### config.mk
export PLATFORM = sky130hd
export DESIGN_NAME = range_monitor
export DESIGN_NICKNAME = d
export VERILOG_FILES = /design/src/rtl/range_mon_pkg.sv /design/src/rtl/range_mon_chan.sv /design/src/rtl/range_monitor.sv
export SDC_FILE = /design/constraint.sdc
export NUM_CORES = 1
export LEC_CHECK = 0
export ABC_AREA = 1
export BUFFER_PORTS_ARGS = -buffer_cell sky130_fd_sc_hd__buf_2
export CORE_MARGIN = 5
export CORE_UTILIZATION = 25
export CTS_CLUSTER_SIZE = 28
export DETAILED_ROUTE_END_ITERATION = 16
export PLACE_DENSITY = 0.48
export SLEW_MARGIN = 15
export SYNTH_ARGS = -nofsm -noshare
export SYNTH_HDL_FRONTEND = slang
export SYNTH_SLANG_ARGS = --single-unit
### constraint.sdc
create_clock -name clk -period 3.6 [get_ports clk]
set_input_delay 0.18 -clock clk [delete_from_list [all_inputs] [get_ports clk]]
set_output_delay 0.18 -clock clk [all_outputs]
set_load 0.05 [all_outputs]
### src/rtl/range_mon_pkg.sv
// Shared types and helpers for the range monitor.
// Holds the FSM state enum and the extended-width compare helper.
package range_mon_pkg;

    typedef enum logic {
        ARMED   = 1'b0,
        TRIPPED = 1'b1
    } mon_state_t;

    // Operands are pre-extended to MAX_W bits: sign-extended in signed
    // mode, zero-extended otherwise. A signed compare at MAX_W is then
    // correct for both modes as long as WIDTH < MAX_W.
    localparam int MAX_W = 64;

    function automatic logic val_lt(
        input logic [MAX_W-1:0] a,
        input logic [MAX_W-1:0] b
    );
        return $signed(a) < $signed(b);
    endfunction

endpackage

### src/rtl/range_mon_chan.sv
// One monitored channel: bounds compare, config check, persistence count.
// Ports: smpl/lo_lim/hi_lim in, ch_en/smpl_vld/clr in; hit, hi_dir, cfg_err out.
module range_mon_chan
    import range_mon_pkg::*;
#(
    parameter int WIDTH   = 20,
    parameter int SIGNED  = 0,
    parameter int PERSIST = 4
) (
    input  logic             clk,
    input  logic             rst_n,
    input  logic             smpl_vld,
    input  logic             clr,
    input  logic             ch_en,
    input  logic [WIDTH-1:0] smpl,
    input  logic [WIDTH-1:0] lo_lim,
    input  logic [WIDTH-1:0] hi_lim,
    output logic             hit,
    output logic             hi_dir,
    output logic             cfg_err
);

    localparam int CNT_W = $clog2(PERSIST + 1);
    localparam logic [CNT_W-1:0] CNT_MAX = CNT_W'(PERSIST);

    logic [CNT_W-1:0] cnt_d, cnt_q;
    logic             cfg_err_d, cfg_err_q;
    logic             below, above, active;
    logic [MAX_W-1:0] s_x, lo_x, hi_x;

    function automatic logic [MAX_W-1:0] ext(input logic [WIDTH-1:0] v);
        if (SIGNED != 0)
            return {{(MAX_W-WIDTH){v[WIDTH-1]}}, v};
        else
            return {{(MAX_W-WIDTH){1'b0}}, v};
    endfunction

    always_comb begin
        s_x       = ext(smpl);
        lo_x      = ext(lo_lim);
        hi_x      = ext(hi_lim);
        below     = val_lt(s_x, lo_x);
        above     = val_lt(hi_x, s_x);
        cfg_err_d = val_lt(hi_x, lo_x);
        active    = ch_en && !cfg_err_q;
        cnt_d     = cnt_q;
        hit       = 1'b0;
        if (clr || !active) begin
            cnt_d = '0;
        end else if (smpl_vld) begin
            if (below || above) begin
                // Reaching or already sitting at the limit both count as a hit.
                if (cnt_q >= CNT_MAX - CNT_W'(1)) begin
                    cnt_d = CNT_MAX;
                    hit   = 1'b1;
                end else begin
                    cnt_d = cnt_q + CNT_W'(1);
                end
            end else begin
                cnt_d = '0;
            end
        end
    end

    always_ff @(posedge clk) begin
        if (!rst_n) begin
            cnt_q     <= '0;
            cfg_err_q <= 1'b0;
        end else begin
            cnt_q     <= cnt_d;
            cfg_err_q <= cfg_err_d;
        end
    end

    assign hi_dir  = above;
    assign cfg_err = cfg_err_q;

endmodule

### src/rtl/range_monitor.sv
// Multi-channel bounds monitor with persistence, sticky faults, first-fault capture.
// Ports: smpl/lo_lim/hi_lim/ch_en/smpl_vld/clr in; fault, trip, first_*, cfg_err out.
module range_monitor
    import range_mon_pkg::*;
#(
    parameter int NUM_CH  = 2,
    parameter int WIDTH   = 20,
    parameter int SIGNED  = 0,
    parameter int PERSIST = 4,
    localparam int CH_W   = (NUM_CH > 1) ? $clog2(NUM_CH) : 1
) (
    input  logic                    clk,
    input  logic                    rst_n,
    input  logic                    smpl_vld,
    input  logic [NUM_CH*WIDTH-1:0] smpl,
    input  logic [NUM_CH*WIDTH-1:0] lo_lim,
    input  logic [NUM_CH*WIDTH-1:0] hi_lim,
    input  logic [NUM_CH-1:0]       ch_en,
    input  logic                    clr,
    output logic [NUM_CH-1:0]       fault,
    output logic                    fault_any,
    output logic                    trip,
    output logic [CH_W-1:0]         first_ch,
    output logic [WIDTH-1:0]        first_val,
    output logic                    first_hi,
    output logic [NUM_CH-1:0]       cfg_err
);

    logic [NUM_CH-1:0] hit, hi_dir;

    for (genvar i = 0; i < NUM_CH; i++) begin : g_ch
        range_mon_chan #(
            .WIDTH  (WIDTH),
            .SIGNED (SIGNED),
            .PERSIST(PERSIST)
        ) u_chan (
            .clk     (clk),
            .rst_n   (rst_n),
            .smpl_vld(smpl_vld),
            .clr     (clr),
            .ch_en   (ch_en[i]),
            .smpl    (smpl[i*WIDTH +: WIDTH]),
            .lo_lim  (lo_lim[i*WIDTH +: WIDTH]),
            .hi_lim  (hi_lim[i*WIDTH +: WIDTH]),
            .hit     (hit[i]),
            .hi_dir  (hi_dir[i]),
            .cfg_err (cfg_err[i])
        );
    end

    mon_state_t        state_d, state_q;
    logic [NUM_CH-1:0] fault_d, fault_q;
    logic              trip_d, trip_q;
    logic [CH_W-1:0]   first_ch_d, first_ch_q;
    logic [WIDTH-1:0]  first_val_d, first_val_q;
    logic              first_hi_d, first_hi_q;
    logic [CH_W-1:0]   enc_ch;
    logic [WIDTH-1:0]  enc_val;
    logic              enc_hi;

    // Lowest-index hitting channel wins: scan downward, last match sticks.
    always_comb begin
        enc_ch  = '0;
        enc_val = '0;
        enc_hi  = 1'b0;
        for (int i = NUM_CH - 1; i >= 0; i--) begin
            if (hit[i]) begin
                enc_ch  = CH_W'(i);
                enc_val = smpl[i*WIDTH +: WIDTH];
                enc_hi  = hi_dir[i];
            end
        end
    end

    always_comb begin
        state_d     = state_q;
        fault_d     = fault_q;
        trip_d      = 1'b0;
        first_ch_d  = first_ch_q;
        first_val_d = first_val_q;
        first_hi_d  = first_hi_q;
        if (clr) begin
            state_d     = ARMED;
            fault_d     = '0;
            first_ch_d  = '0;
            first_val_d = '0;
            first_hi_d  = 1'b0;
        end else begin
            fault_d = fault_q | hit;
            unique case (state_q)
                ARMED: begin
                    if (|hit) begin
                        state_d     = TRIPPED;
                        trip_d      = 1'b1;
                        first_ch_d  = enc_ch;
                        first_val_d = enc_val;
                        first_hi_d  = enc_hi;
                    end
                end
                TRIPPED: ;
                default: state_d = ARMED;
            endcase
        end
    end

    always_ff @(posedge clk) begin
        if (!rst_n) begin
            state_q     <= ARMED;
            fault_q     <= '0;
            trip_q      <= 1'b0;
            first_ch_q  <= '0;
            first_val_q <= '0;
            first_hi_q  <= 1'b0;
        end else begin
            state_q     <= state_d;
            fault_q     <= fault_d;
            trip_q      <= trip_d;
            first_ch_q  <= first_ch_d;
            first_val_q <= first_val_d;
            first_hi_q  <= first_hi_d;
        end
    end

    assign fault     = fault_q;
    assign fault_any = |fault_q;
    assign trip      = trip_q;
    assign first_ch  = first_ch_q;
    assign first_val = first_val_q;
    assign first_hi  = first_hi_q;

endmodule

# Word level (Yosys, flattened, before mapping)
# Index checks and enable logic that the tools add are counted.
[classes] add_sub_neg=2 multipliers=0 n_div=0 magnitude_cmp=8 n_eq_ne=0 n_shift=0 muxes=20 bitwise_logic=3 reduce_logical=17
[ops] operator="less-than comparator 20 bit" n=6
[ops] operator="2-to-1 mux 20 bit" n=2
[ops] operator="2-to-1 mux 1 bit" n=14
[ops] operator="2-to-1 mux 3 bit" n=4
[ops] operator="OR reduction 2 bit" n=5
[ops] operator="adder 3 x 1 -> 3 bit (second input constant)" n=2
[ops] operator=">= comparator 3 x 2 -> 1 bit (second input constant)" n=2
[ops] operator="zero test 1 bit" n=4
[ops] operator="logical OR 1 bit" n=4
[ops] operator="OR reduction 3 bit" n=1
[ops] operator="logical AND 1 bit" n=2
[ops] operator="inverter 1 bit" n=2
[ops] operator="OR 2 bit" n=1
[ops] operator="AND reduction 2 bit" n=1
[totals] ff_bits=34 latch_bits=0 mem_bits_rw=0 romBits=0 in_bits=126 word_cells=60 n_memories=0

# Logic depth before layout (Yosys ltp)
# Gate-level depths: netlist (run 1).
[logic_depth] depth_word=8 depth_mapped=18 depth_no_buf=17

# Hierarchy
# A second synthesis (run 1) with hierarchy kept.
[hier_totals] hier_cells=772 area_unflattened_um2=4774.6
[modules_own_cells] module="range_mon_chan" instances=2 cells_per_inst=274 area_per_inst_um2=1706.6 seq_area_each_um2=80.1
[modules_own_cells] module="range_monitor" instances=1 cells_per_inst=224 area_per_inst_um2=1361.3 seq_area_each_um2=520.5

# Worst setup path before layout (run 1)
# No wires, ideal clock.
[synth_timing] path_type="input port to flip-flop" start="input smpl[19]" end="register first_val_q[0], in the netlist first_val[0]" setup_ps=113 t_arrival_ps=1600 path_slack_ps=1888 stages=14 cell_sequence="inv_1 ha_1 nand2_1 nor2_1 a21boi_1 nor2_1 nand3_2 nand2_2 nand2_4 nand2_4 buf_2 nand3_1 nor2_1 nor2_1"
[synth_via] elab_chain_cells=7
[synth_lines] element="start: declaration" line_no="range_monitor.sv:15" text="input logic [NUM_CH*WIDTH-1:0] smpl,"
[synth_lines] element="less-than comparator 20 bit" line_no="range_mon_pkg.sv:19" text="return $signed(a) < $signed(b);"
[synth_lines] element="logical OR 1 bit *" line_no="range_mon_chan.sv:51" text="if (below || above) begin"
[synth_lines] element="2-to-1 mux 1 bit *" line_no="range_mon_chan.sv:51"
[synth_lines] element="2-to-1 mux 1 bit *" line_no="range_mon_chan.sv:50" text="end else if (smpl_vld) begin"
[synth_lines] element="2-to-1 mux 1 bit *" line_no="range_mon_chan.sv:48" text="if (clr || !active) begin"
[synth_lines] element="OR reduction 2 bit" line_no="range_monitor.sv:92" text="if (|hit) begin"
[synth_lines] element="AND reduction 2 bit (no line)"
[synth_lines] element="end signal: assignment" line_no="range_monitor.sv:119" text="first_val_q <= first_val_d;"
[synth_lines] element="end: declaration" line_no="range_monitor.sv:55" text="logic [WIDTH-1:0] first_val_d, first_val_q;"
# Mark *: on every way between the ends. The rest lies on a longest branch, timed or not.
# A chain may end at the register's enable or synchronous reset.

# Worst setup path after layout (run 1)
[layout_timing] start="register g_ch[0].u_chan.cnt_q[0]" end="register first_val_q[1], in the netlist first_val[1]"
[layout_via] elab_chain_cells=7
[layout_lines] element="start: declaration" line_no="range_mon_chan.sv:26" text="logic [CNT_W-1:0] cnt_d, cnt_q;"
[layout_lines] element="start signal: assignment" line_no="range_mon_chan.sv:70" text="cnt_q <= cnt_d;"
[layout_lines] element=">= comparator 3 x 2 -> 1 bit *" line_no="range_mon_chan.sv:53" text="if (cnt_q >= CNT_MAX - CNT_W'(1)) begin"
[layout_lines] element="2-to-1 mux 1 bit *" line_no="range_mon_chan.sv:53"
[layout_lines] element="2-to-1 mux 1 bit *" line_no="range_mon_chan.sv:51"
[layout_lines] element="2-to-1 mux 1 bit *" line_no="range_mon_chan.sv:50"
[layout_lines] element="2-to-1 mux 1 bit *" line_no="range_mon_chan.sv:48"
[layout_lines] element="OR reduction 2 bit" line_no="range_monitor.sv:92"
[layout_lines] element="AND reduction 2 bit (no line)"
# Marks and branches as above.

==> run metrics, run 1 <==
slowest CP cell=inv_1; worst-case vdd ir drop=between 0.1 and 0.15 mV; Num CTS Buffers=5; Post-synth ARST share=0%; Skew-Pair Late Insertion Delay=approximately 0.28 ns; Max Slew Vio Count=0; CTS Buffer Depth=2; drt wl/cell=13.0 µm; CP required=roughly 3.8 ns; Rows=51; leakage=between 3 and 4 nW; WS Path Type=flip-flop to flip-flop; Slew headroom=56.0%; number of I/O pins=154; hold buffers post-CTS=0; final WL=between 15 and 20 mm; Detailed Place HPWL=14.0 mm; capture point of the worst reg-to-reg path=first_val[1]$_SDFFE_PP0P_; Syn Area/Cell=around 6.2 µm²; worst-case clock skew=0.00236 ns; Post-layout nets=1174; min Tclk post-route=roughly 2.3 ns; crit-path max cell delay=between 0.4 and 0.5 ns; core box area=just under 20000 µm²; total clock sinks=34; Seq. cell area=681 µm²; R2R Setup Slk=1.27 ns; Max Cap Viol=0; Crit path arrival time=roughly 2.5 ns; most frequent cells in the layout=175 x nand2_1, 159 x inv_1, 153 x buf_2; TNS Setup=0 ns; status=finished, final reports clean; register area share after synthesis=between 10% and 20%; H-tree depth=2; Finished Cell Area=6040 µm²; final core occ=31.2%; Setup-failing EPs final=0; Final Cycle Share=around two thirds; Worst Max-Slew Pin Slew=approximately 0.66 ns; DRT iter0 DRCs=approximately 170; Worst R2R Start=g_ch[0].u_chan.cnt_q[0]$_SDFFE_PP0P_; startpoint types=flip-flop; TritonRoute pass-1 iters=4; # port buffers=approximately 150; DP Area=a little under 6000 µm²; largest net degree at the start of global routing=24; initial antenna violation count=1; clock-pin slew of the registers on the worst-case setup and hold paths=0.05 ns; placed cells=around 1200; synthesized area=slightly below 5000 µm²; CTS tree=built; crit path max fanout=23; Vias=5039; post-cts sizing count=0; EDFF count, synth=0; GPL Wtd Cong=0.844; Die Wd=~150 µm; Buffers & Inverters on Critical Path=1; synth unique cells=31; Synth Net Count=1031; Initial Util=25.3%; Post-synth top flop=dfxtp_1; Ys Warns=0; Critical Path Source=g_ch[0].u_chan.cnt_q[0]$_SDFFE_PP0P_; antenna diode count=0; Global Route Usage Sum=a little over an eighth; RSZ-0062 raised after global routing=false; crit path to=first_val[1]$_SDFFE_PP0P_; die height=approximately 150 µm; Multi-input gate area=around 3500 µm²; Max Fclk=around 0.43 GHz; drt drc=0; CP Depth=11; R2R cell count=11; vias in the first global route=around 5000; first-pass GRT wire length=24.8 mm; cells along the critical path=ha_1 > ha_1 > a211o_1 > nand3_1 > inv_1 > nand2_4 > nand2_4 > nand2_4 > nand2_1 > nand2_1 > nor2_1; share of cells above drive strength 1=a little under a fifth; cell mode on critical path=nand2_4; Tot Pwr=between 1 and 1.5 mW; fill count=around 2200; Pwr Density=a little over 200 nW/µm²; GR Overflow Total=0; Cells after Synth=slightly below 800; crit end category=flip-flop; vias per cell=4.21; commonest non-fill, non-tap cell in the layout=nand2_1; Post CTS Setup Buffer Count=0; CTS Root Cell=clkbuf_16; worst min-delay path class=input port to flip-flop; number of nets with antenna violations after routing=0; Die Area=between 20000 and 25000 µm²; CP top delay family=simple AND/OR/NAND/NOR gates; Non-Filler Instances=between 1000 and 1500; area grow syn2layout=23.5%; Synth Register Bits=34; Fin. Hold Viols=0
## per-layer routing
| layer | vias to the layer above | global-route usage, % | wire [µm] |
|---|---|---|---|
| li1 | 2787 | - | - |
| met1 | 2116 | 19.3 | 7870 |
| met2 | 125 | 22.8 | 6750 |
| met3 | 9 | 1.48 | 813 |
| met4 | 2 | 2.61 | 119 |
| met5 | - | 0 | 20 |
## stage by stage
step | worst slack [ns] | hold slack (ns)
2_1_floorplan | 1.89 | 0.273
3_3_place_gp | 1.13 | 0.447
3_5_place_dp | 1.11 | 0.450
4_1_cts | 1.27 | 0.179
5_1_grt | 0.963 | 0.209
6_report | 1.27 | 0.183
## how the worst min path moves through the flow
stage	start	to	slack, ns	depth (start not counted)
finish	smpl_vld	g_ch[1].u_chan.cnt_q[1]$_SDFFE_PP0P_	0.18	2
global route	smpl_vld	g_ch[0].u_chan.cnt_q[1]$_SDFFE_PP0P_	0.21	2
CTS	smpl_vld	g_ch[1].u_chan.cnt_q[1]$_SDFFE_PP0P_	0.18	2
detailed placement	first_ch$_SDFFE_PP0P_	first_ch$_SDFFE_PP0P_	0.45	2
global placement	first_ch$_SDFFE_PP0P_	first_ch$_SDFFE_PP0P_	0.45	2
floorplan	smpl_vld	g_ch[0].u_chan.cnt_q[1]$_SDFFE_PP0P_	0.27	1
## final cells by class
class	instances	share of cell area [%]
Inverter	161	10.0
Sequential cell	34	11.3
Multi-Input combinational cell	573	57.8
Clock inverter	1	0.0829
Clock buffer	7	2.36
Timing Repair Buffer	155	12.9
Tap cell	265	5.49
## Yosys cell counts, drive strengths merged (4+ instances only)
master | number | area, µm²
nor3 | 4 | 25.0
ha | 118 | 1480
a21oi | 53 | 265
nand3 | 71 | 360
clkbuf | 6 | 22.5
inv | 161 | 604
buf | 13 | 90.1
a21boi | 4 | 30.0
a21o | 4 | 30.0
nand4 | 6 | 37.5
nor2 | 105 | 394
dfxtp | 34 | 681
o21ai | 16 | 80.1
nand2 | 181 | 709
## logic make-up (layout without fill, tap and decap cells)
| logic type | after synthesis | after routing | synth area share, % |
|---|---|---|---|
| buffers and inverters | 180 | 324 | 14.7 |
| and+or+nand+nor | 372 | 372 | 31.9 |
| adders and majority gates | 118 | 118 | 30.2 |
| AOI/OAI and AO/OA | 83 | 83 | 9.26 |
| DFF | 34 | 34 | 13.9 |
## power breakdown
group	internal [mW]	switching, mW	total, mW
sequential	0.380	0.00192	0.382
combinational	0.180	0.258	0.438
clock	0.274	0.155	0.430
total	0.833	0.416	1.25
## sequential cells by signal (all words and copies together) (netlist names)
signal,flops
first_val,20
g_ch.u_chan.cnt_q,6
fault,2
g_ch.u_chan.cfg_err,2
first_ch,1
first_hi,1
state_q,1
trip,1
Note: power is estimated with default switching activity, not from simulation.
==> run 2: changes to the inputs <==
--- a/config.mk
+++ b/config.mk
@@ -5,13 +5,13 @@
 export SDC_FILE = /design/constraint.sdc
 export NUM_CORES = 1
 export LEC_CHECK = 0
-export ABC_AREA = 1
+export ABC_AREA = 0
 export BUFFER_PORTS_ARGS = -buffer_cell sky130_fd_sc_hd__buf_2
 export CORE_MARGIN = 5
 export CORE_UTILIZATION = 25
 export CTS_CLUSTER_SIZE = 28
 export DETAILED_ROUTE_END_ITERATION = 16
-export PLACE_DENSITY = 0.48
+export PLACE_DENSITY = 0.51
 export SLEW_MARGIN = 15
 export SYNTH_ARGS = -nofsm -noshare
 export SYNTH_HDL_FRONTEND = slang
==> constraint.sdc (replaced) <==
create_clock -name clk -period 2.1 [get_ports clk]
set_input_delay 0.105 -clock clk [delete_from_list [all_inputs] [get_ports clk]]
set_output_delay 0.105 -clock clk [all_outputs]
set_load 0.05 [all_outputs]
==> run 2 against run 1 <==
- the flow now finishes with violations (negative setup slack)
- critical endpoint is now first_val[14]$_SDFFE_PP0P_
- clock skew increased by 0.0015 ns
- cell count decreased by 13%
- routed wire length decreased by 3.2%
- largest cell class unchanged
- sequential power increased by 72%
- via count decreased by 7.2%
- largest power group unchanged
- sequential cell count unchanged
- cell area increased by 13%
- hold slack got worse by 0.037 ns
==> run metrics, run 2 <==
Worst R2R Start=g_ch[0].u_chan.cnt_q[1]$_SDFFE_PP0P_; drt wl/cell=14.6 µm (+12%); Initial Util=25.2% (-0.12 points); most frequent cells in the layout=153 x buf_2, 142 x buf_4, 111 x ha_1; Max Slew Vio Count=0 (unchanged); CTS tree=built; Rows=48 (-5.9%); GR Overflow Total=0 (unchanged); Multi-input gate area=3370 µm² (-3.4%); largest net degree at the start of global routing=22 (-8.3%); core box area=17100 µm² (-12%); GPL Wtd Cong=0.831 (-1.5%); Slew headroom=71.1% (+15 points); worst min-delay path class=input port to flip-flop; RSZ-0062 raised after global routing=true; CTS Root Cell=clkbuf_16; TritonRoute pass-1 iters=5 (+1); Post-synth ARST share=0% (unchanged); Max Fclk=0.455 GHz (+6.1%); die height=141 µm (-5.9%); Hold Crit Start=smpl_vld; Syn Area/Cell=8.40 µm² (+35%); Critical Path Source=g_ch[0].u_chan.cnt_q[1]$_SDFFE_PP0P_; initial antenna violation count=0 (-1); area grow syn2layout=59.2%; drt drc=0 (unchanged); TNS Setup=-1.39 ns (-1.39 ns); failing checks=negative setup slack; crit end category=flip-flop; register area share after synthesis=15.9% (+1.9 points); Fin. Hold Viols=0 (unchanged); Synth top area share=34.4% (+4.2 points); min Tclk post-route=2.20 ns (-0.133 ns); Buffers & Inverters on Critical Path=2 (+1); H-tree depth=2 (unchanged); Pwr Density=361 nW/µm² (+75%); hold buffers post-CTS=0 (unchanged); Vias=4674 (-7.2%); status=finished, violations left; CTS Buffer Depth=2 (unchanged); crit path max fanout=10 (-57%); crit-path max cell delay=0.36 ns (-0.11 ns); synthesized area=4290 µm² (-12%); Post-synth top flop=dfxtp_1; EDFF count, synth=0 (unchanged); Synth Net Count=755 (-27%); CP top delay family=compound AO/OA/AOI/OAI gates; flip-flop count of the largest register after layout=20 (unchanged); dominant cell by count in the synthesized netlist=ha_1; # port buffers=153 (unchanged); Die Area=19900 µm² (-11%); largest area contributor in the netlist=ha_1; cell mode on critical path=ha_4; Global Route Usage Sum=15.0% (+1.3 points); Cells after Synth=511 (-35%); Ys Warns=0 (unchanged); slowest CP cell=dfxtp_2; Post-layout nets=1055 (-10%); DRT iter0 DRCs=208 (+23%); Crit path arrival time=2.37 ns (-0.17 ns); Synth Register Bits=34 (unchanged); Detailed Place HPWL=13.1 mm (-6.2%); number of nets with antenna violations after routing=0 (unchanged); Final Cycle Share=105% (+40 points); share of cells above drive strength 1=44.0% (+26 points); number of I/O pins=154 (unchanged); worst-case vdd ir drop=0.227 mV (+72%); worst-case clock skew=0.00386 ns (+0.00150 ns); Skew-Pair Late Insertion Delay=0.28 ns (about the same); Max Cap Viol=0 (unchanged); WS Path Type=flip-flop to flip-flop; Setup-failing EPs final=20 (+20); vias per cell=4.51 (+7.1%); Worst Max-Slew Pin Slew=0.423 ns (-0.235 ns); startpoint types=flip-flop; final WL=15.1 mm (-3.2%); cells along the critical path=ha_4 > ha_4 > a211oi_4 > nor4b_4 > nand2_1 > nor2_2 > a21o_4 > buf_6 > o211ai_4 > clkbuf_16 > a222oi_1; top cells by count, synth=118 x ha_1, 85 x inv_1, 38 x nand2_1; leakage=3.70 nW (+2.4%); Num CTS Buffers=5 (unchanged); Die Wd=141 µm (-5.9%); total clock sinks=34 (unchanged); Seq. cell area=686 µm² (+0.74%); vias in the first global route=4787 (-4.1%); clock-pin slew of the registers on the worst-case setup and hold paths=0.05 ns (about the same); commonest non-fill, non-tap cell in the layout=buf_2; Tot Pwr=2.47 mW (+98%); antenna diode count=0 (unchanged); CP required=2.27 ns (-1.54 ns); Synth area leaders=ha_1 34%, dfxtp_1 16%, inv_1 7.4%; synth unique cells=56 (+81%); first-pass GRT wire length=24.1 mm (-2.7%); fill count=1772 (-20%); setup ws final=-0.0971 ns (-1.37 ns)
==> run 2: cell types whose count changed after synthesis, sizes merged, moves of 9 or more <==
cell,delta
nor2,-76
inv,-76
nand2,-143
a21o,+15
a211oi,+10
nand3,-67
a222oi,+19
a21oi,-18
nand4,+9
==> run 2: cell families after synthesis <==
| logic type | count (synthesis) | synth area share (%) |
|---|---|---|
| AO/OA/AOI/OAI | 138 | 24.2 |
| adder cells (fa/ha/maj) | 118 | 34.4 |
| buffers and inverters | 95 | 9.77 |
| flip-flops | 34 | 15.9 |
| AND/OR/NAND/NOR | 126 | 15.7 |
==> run 2: power breakdown <==
group	internal (mW)	switching, mW	leakage (nW)
clock network	0.585	0.274	0.0829
registers	0.651	0.00658	0.276
logic	0.492	0.459	3.35
==> run 2: area by class of cell <==
type,instances,area share (%)
Inverter,85,4.67
Clock inverter,1,0.440
Tap cell,225,4.12
Sequential cell,34,10.0
Timing Repair Buffer,303,29.4
Clock buffer,6,2.03
Multi-Input combinational cell,382,49.3
==> run 2: path summary, 6_finish.rpt <==
kind | endpoint | slack, ns | cells after the start
max reg2reg | first_val[14]$_SDFFE_PP0P_ | -0.1 | 11
max | first_val[14]$_SDFFE_PP0P_ | -0.1 | 11
min reg2reg | fault[1]$_SDFF_PP0_ | 0.48 | 2
min | g_ch[0].u_chan.cnt_q[2]$_SDFFE_PP0P_ | 0.15 | 3
==> run 2: through the flow <==
stage | cells | util, % | area [µm²] | hold WS (ns) | worst slack (ns)
global route | 1036 | 40.1 | 6830 | 0.166 | -0.254
finish | 1036 | 40.1 | 6830 | 0.146 | -0.0971
detailed placement | 1017 | 37.1 | 6320 | 0.442 | -0.514
global placement | 1017 | 37.1 | 6320 | 0.435 | -0.424
CTS | 1037 | 39.6 | 6760 | 0.139 | -0.0650
floorplan | 511 | - | 4290 | 0.247 | 0.00394
==> run 2: worst min-delay path: stages <==
cell and delay (ns):
buf_2 0.14, nand3_1 0.08, a21oi_1 0.06
==> run 2: what timing repair did <==
action / 4_1_cts / 5_1_grt
setup buffers: 13 / 2
setup endpoints to repair: 23 / 24
cloned: 2 / 2
gates resized for setup: 25 / 12
pin swaps: 1 / 12
==> run 2: layer usage <==
layer  up-vias  routed length [µm]  track usage (%)
met2       120                6860             24.7
met1      2061                7120             20.3
met3        16                 761             2.14
met4         0                 337             4.54
met5         -                   0                0
li1       2477                   -                -
